### config.mk
export PLATFORM = sky130hd
export DESIGN_NAME = seven_seg_rx
export DESIGN_NICKNAME = d
export VERILOG_FILES = /design/src/rtl/seven_seg_rx.sv
export SDC_FILE = /design/constraint.sdc
export NUM_CORES = 1
export LEC_CHECK = 0
export ABC_AREA = 1
export CELL_PAD_IN_SITES_DETAIL_PLACEMENT = 0
export CELL_PAD_IN_SITES_GLOBAL_PLACEMENT = 2
export CORE_ASPECT_RATIO = 0.9
export CORE_MARGIN = 10
export CORE_UTILIZATION = 29
export CTS_CLUSTER_DIAMETER = 200
export DETAILED_ROUTE_END_ITERATION = 8
export PLACE_DENSITY_LB_ADDON = 0.05
export SLEW_MARGIN = 20
export SYNTH_ARGS = -nofsm -noshare
export SYNTH_HDL_FRONTEND = slang
export SYNTH_SLANG_ARGS = --single-unit
### constraint.sdc
create_clock -name CLK -period 1.8 [get_ports CLK]
set_input_delay 0.36 -clock CLK [delete_from_list [all_inputs] [get_ports CLK]]
set_output_delay 0.36 -clock CLK [all_outputs]
set_load 0.05 [all_outputs]
### src/rtl/seven_seg_rx.sv
// Receive-side decoder for a multiplexed two-digit seven-segment bus.
// Waits for each digit to settle, maps glyphs back to nibbles and hands out each changed byte.
`timescale 1ns/1ps
module seven_seg_rx #(
   parameter int unsigned SETTLE_CYCLES = 16,
   parameter int unsigned TIMEOUT       = 4096
) (
   input  logic       CLK,
   input  logic       RST,
   input  logic [7:0] seg_in,
   output logic [7:0] dout,
   output logic       dout_valid,
   input  logic       dout_ready,
   output logic       glyph_err,
   output logic       overrun,
   output logic       link_ok
);

   localparam int unsigned     TO_W     = $clog2(TIMEOUT);
   localparam logic [7:0]      STAB_MAX = 8'(SETTLE_CYCLES);
   localparam logic [7:0]      STAB_HIT = 8'(SETTLE_CYCLES - 1);
   localparam logic [TO_W-1:0] TO_HIT   = TO_W'(TIMEOUT - 1);

   typedef enum logic {WAIT_MSB, WAIT_LSB} state_t;

   // {valid, nibble} for an active-high gfedcba pattern
   function automatic logic [4:0] glyph_decode(input logic [6:0] seg);
      logic [4:0] r;
      case (seg)
         7'h3F: r = 5'h10;  7'h06: r = 5'h11;  7'h5B: r = 5'h12;  7'h4F: r = 5'h13;
         7'h66: r = 5'h14;  7'h6D: r = 5'h15;  7'h7D: r = 5'h16;  7'h07: r = 5'h17;
         7'h7F: r = 5'h18;  7'h6F: r = 5'h19;  7'h77: r = 5'h1A;  7'h7C: r = 5'h1B;
         7'h39: r = 5'h1C;  7'h5E: r = 5'h1D;  7'h79: r = 5'h1E;  7'h71: r = 5'h1F;
         default: r = 5'h00;
      endcase
      return r;
   endfunction

   logic [7:0]      seg_p0, seg_p1, seg_p2;
   logic [7:0]      stab_cnt_p2;
   logic            vld_p2;
   logic [TO_W-1:0] to_cnt;
   state_t          state_q, state_d;
   logic [3:0]      hi;
   logic [7:0]      last;
   logic            have_last;
   logic [4:0]      glyph;
   logic [7:0]      byte_c;
   logic            hi_load, pair_done, load_c, err_c, timeout_c;

   // Stage p0/p1: two-flop synchroniser; p2: previous sample plus stability counter
   always_ff @(posedge CLK) begin
      if (RST) begin
         seg_p0      <= 8'hFF;
         seg_p1      <= 8'hFF;
         seg_p2      <= 8'hFF;
         stab_cnt_p2 <= 8'd0;
      end else begin
         seg_p0 <= seg_in;
         seg_p1 <= seg_p0;
         seg_p2 <= seg_p1;
         if (seg_p1 != seg_p2)
            stab_cnt_p2 <= 8'd0;
         else if (stab_cnt_p2 != STAB_MAX)
            stab_cnt_p2 <= stab_cnt_p2 + 8'd1;
      end
   end

   // seg_p2 has been stable for SETTLE_CYCLES samples whenever the counter hits this value
   assign vld_p2 = (stab_cnt_p2 == STAB_HIT);
   assign glyph  = glyph_decode(~seg_p2[6:0]);
   assign byte_c = {hi, glyph[3:0]};

   always_comb begin
      state_d   = state_q;
      hi_load   = 1'b0;
      pair_done = 1'b0;
      load_c    = 1'b0;
      err_c     = 1'b0;
      timeout_c = !vld_p2 && (to_cnt == TO_HIT);
      if (vld_p2) begin
         if (!glyph[4]) begin
            err_c   = 1'b1;
            state_d = WAIT_MSB;
         end else begin
            case (state_q)
               WAIT_MSB: begin
                  if (!seg_p2[7]) begin
                     hi_load = 1'b1;
                     state_d = WAIT_LSB;
                  end
               end
               WAIT_LSB: begin
                  if (!seg_p2[7]) begin
                     hi_load = 1'b1;
                  end else begin
                     pair_done = 1'b1;
                     state_d   = WAIT_MSB;
                     load_c    = !have_last || (byte_c != last);
                  end
               end
               default: state_d = WAIT_MSB;
            endcase
         end
      end else if (timeout_c) begin
         state_d = WAIT_MSB;
      end
   end

   // Stage p3: byte assembly, delivery handshake and link supervision
   always_ff @(posedge CLK) begin
      if (RST) begin
         state_q    <= WAIT_MSB;
         to_cnt     <= '0;
         have_last  <= 1'b0;
         link_ok    <= 1'b0;
         dout       <= 8'd0;
         dout_valid <= 1'b0;
         glyph_err  <= 1'b0;
         overrun    <= 1'b0;
      end else begin
         state_q   <= state_d;
         glyph_err <= err_c;
         overrun   <= load_c && dout_valid && !dout_ready;
         if (vld_p2)
            to_cnt <= '0;
         else if (to_cnt != TO_HIT)
            to_cnt <= to_cnt + 1'b1;
         if (pair_done) begin
            have_last <= 1'b1;
            link_ok   <= 1'b1;
         end else if (timeout_c) begin
            have_last <= 1'b0;
            link_ok   <= 1'b0;
         end
         if (load_c) begin
            dout       <= byte_c;
            dout_valid <= 1'b1;
         end else if (dout_ready) begin
            dout_valid <= 1'b0;
         end
      end
   end

   // Nibble and last-byte holders are data only; have_last and the FSM qualify them
   always_ff @(posedge CLK) begin
      if (hi_load)
         hi <= glyph[3:0];
      if (pair_done)
         last <= byte_c;
   end

endmodule

==> results.txt, run 1 <==
* Detailed-placement wirelength estimate: approximately 5500 µm
- The worst hold path terminates at seg_p1[2]$_SDFF_PP1_.
- DR vias/cell: 4.34
- Cell family with most CP delay: simple AND/OR/NAND/NOR gates
- Setup repair after global routing could not meet its margin everywhere.
- Highest-count cells in the layout ignoring fill and taps: 59 x nand2_1, 58 x buf_4, 46 x dfxtp_1, 44 x inv_1, 33 x nor2_1
* Most common cell after layout, fill and taps aside: nand2_1
* Post-synthesis sequential element count: 69
- Ratio of total power to cell area: 855 mW/mm²
- The repair_antennas step left the layout with diodes totalling 0.
* Worst flop-to-flop path endpoint: dout[7]$_SDFFE_PP0P_
- The design draws 3.77 mW.
* Wire length of the first global-routing pass: 12200 µm
- Compared with the post-synthesis result, the final layout area differs by 43.8%.
* Fraction of layout cells with a size suffix above 1: 0.402
- Headroom to the max-slew limit came out at 0.778.
- The routed layout has 2621 vias.
- Placement Rows: 35
* Std-Cell Core Area: 0.0103 mm²
* Vias in the first global route: roughly 2500
- The critical path is of the reg -> reg type.
- Global-route usage over all layers: 0.0997
- Die outline area: 0.0151 mm²
- The first routing iteration left 130 violations.
* Height of the die: 118 µm
* CTS H-tree lvls: 3
* Syn Area/Cell: 7.84 µm²
- Number of buffers inserted for hold repair after clock tree synthesis: 0
* Largest net degree at the start of global routing: 17
- IR analysis of the VDD net gives a maximum drop of 0.650 mV.
- Sum of buffers and inverters on the critical path: 2
* Chain of cells forming the critical path: nor2_4, buf_4, nand3_1, nand2_2, nor2_2, nand2_2, nand2_1, nand2_1, nor2_4, nand3_2, buf_12, a21oi_1, nor2_1
- Final setup margin: 0.0141 ns
- For this run, design rule violations remaining after detail routing come to 0.
* Result of the run: finished clean
* Layout Nets: 484
- Cell with the largest stage delay on the worst path: dfxtp_4
- Based on the critical path, the design can be clocked at up to 0.560 GHz.
- Crit. End Element: flip-flop
- Count of cells along the worst hold path: 1
* Cell count of the worst reg-to-reg path: 13
- Portion of the post-synthesis area used by sequential elements: 0.490
- Global route overflow: 0
- Number of antenna violations at the first check in global routing: 0
- Clock-pin slew was measured on the worst setup and hold paths at 0.06 ns.
* CP Launch Type: flip-flop
* R2R setup slack: 0.01 ns
* Global placer's final weighted congestion: 0.768
- TritonCTS Buffers: 9
- Before CTS, the worst setup slack after placement is -0.152 ns.
- The worst register-to-register path begins at seg_p2[1]$_SDFF_PP1_.
- During synthesis, Yosys emitted a total of 0 warnings.
- Counting every instance in the synthesized netlist gives 391.
- Final number of max-transition violations: 0
- The routed design has 7130 µm of wire.
- For this design the static power due to leakage is ~1.9 nW.
- The root buffer cell chosen for the clock tree is clkbuf_16.
* TritonCTS clock tree: yes
- The tool flagged a number of max-cap violations equal to 0.
* CTS max path bufs: 2
- Count of clock tree sinks: 69
* Effective utilization at floorplan: 0.298
* Fraction of the cycle the final worst path needs: 0.992
- For this run, the slowest stage of the critical path takes around 0.38 ns.
- The startpoint identified for the worst hold timing path is seg_p0[2]$_SDFF_PP1_.
* Max Clock Skew: ~0.0066 ns
* Io pins: 23
- Number of failing setup endpoints in the final timing report: 0
- For the pin with the worst max-slew slack, the measured transition is 0.332 ns.
- Clock network latency to the later pin of the worst-skew pair: 0.33 ns
- The detail route stage leaves a number of antenna-violating nets equal to 0.
- Net count after synthesis: 405
- Required time of the critical path: 2.03 ns
- Number of distinct library cells after synthesis: 33
* Largest fanout of any net on the critical path: 12
- Counting I/O delays and the setup requirement, the final critical path takes 1.79 ns.
- Port Buffer Count: 22
- In this run the cell area of the synthesized design comes to roughly 0.003 mm².
- The worst hold path belongs to the class reg -> reg.
- After detailed routing, the average wire length per cell comes to roughly 12 µm.
- Chip Width: 128 µm
* Crit path arrival time: 2.01 ns
* First-pass DRT Iterations: 4
* Number of hold violations in the final report: 0
sequential cells by signal, summed over array words and instances, names as in the netlist:
register	count
dout	8
seg_p0	8
overrun	1
have_last	1
glyph_err	1
seg_p2	8
dout_valid	1
to_cnt	12
state_q	1
stab_cnt_p2	8
seg_p1	8
hi	4
last	8
how the worst max path moves through the flow:
stage	cells after the start	end	start	slack [ns]
after global placement	12	hi[2]$_DFFE_PP_	seg_p2[4]$_SDFF_PP1_	-0.16
after detailed placement	12	hi[2]$_DFFE_PP_	seg_p2[4]$_SDFF_PP1_	-0.15
after CTS	15	dout[0]$_SDFFE_PP0P_	seg_p2[6]$_SDFF_PP1_	-0.002
final	13	dout[7]$_SDFFE_PP0P_	seg_p2[1]$_SDFF_PP1_	0.01
after global routing	15	dout[0]$_SDFFE_PP0P_	seg_p2[6]$_SDFF_PP1_	-0.12
after floorplan	12	hi[0]$_DFFE_PP_	seg_p2[4]$_SDFF_PP1_	0.02
layout make-up:
type / instances / area, µm²
Clock buffer: 10 / 250
Clock inverter: 6 / 91.3
Fill cell: 1036 / 5880
Inverter: 55 / 224
Multi-Input combinational cell: 262 / 1540
Sequential cell: 69 / 1530
Tap cell: 129 / 161
Timing Repair Buffer: 73 / 609
what timing repair did:
item | in CTS | in global routing
setup endpoints to repair | 22 | 30
pin swaps | 3 | 17
gates resized for setup | 31 | 66
setup buffers | 1 | 4
cells in the mapped netlist (all sizes together):
master   count  area [µm²]
a211oi       1        7.51
a21oi       21         109
a221oi       2        17.5
a31oi        3        18.8
buf          3        30.0
clkbuf       2        7.51
dfxtp       57        1140
edfxtp      12         360
ha           3        37.5
inv         55         206
nand2       82         323
nand3       30         165
nand3b       2        15.0
nand4        2        12.5
nor2        60         253
nor3         7        40.0
nor3b        1        7.51
o2111ai      1        8.76
o21ai        9        45.0
o21bai       1        7.51
o22ai        4        25.0
or2         24         150
xnor2        5        43.8
xor2         4        35.0
cells by family (layout without fill, tap and decap cells):
kind of cell,after synthesis,after routing,share of synthesized area
flops,69,69,0.490
buf+inv,60,144,0.0796
fa+ha+maj,3,3,0.0122
simple gates,208,208,0.315
xor+xnor,9,9,0.0257
compound gates,42,42,0.0779
where the power goes:
group	leakage [nW]	switching [mW]	internal (mW)
Clock	0.168	0.698	1.30
Sequential	0.563	0.0193	1.59
Combinational	1.21	0.0760	0.0865
layer usage:
layer  global-route usage  up-vias  routed length [µm]
met1                0.131     1178                3640
li1                     -     1409                   -
met4               0.0422        0                 127
met5                    0        -                   0
met2                0.146       24                3140
met3               0.0315       10                 222
metrics by stage:
step	instance area (µm²)	hold slack (ns)	util	setup TNS (ns)	cells
2_1_floorplan	3070	0.389	-	0	391
6_report	4410	0.405	0.429	0	604
5_1_grt	4410	0.410	0.429	-1.10	604
4_1_cts	4180	0.407	0.406	-0.00444	600
3_5_place_dp	3750	0.393	0.364	-1.53	583
3_3_place_gp	3750	0.392	0.364	-2.05	583
Note: power is estimated with default switching activity, not from simulation.
==> inputs of run 2 (changes only) <==
--- a/config.mk
+++ b/config.mk
@@ -14,7 +14,6 @@
 export CTS_CLUSTER_DIAMETER = 200
 export DETAILED_ROUTE_END_ITERATION = 8
 export PLACE_DENSITY_LB_ADDON = 0.05
-export SLEW_MARGIN = 20
 export SYNTH_ARGS = -nofsm -noshare
 export SYNTH_HDL_FRONTEND = slang
 export SYNTH_SLANG_ARGS = --single-unit
==> results of run 2 <==
The final DEF is identical to that of run 1; final timing and power are the same.
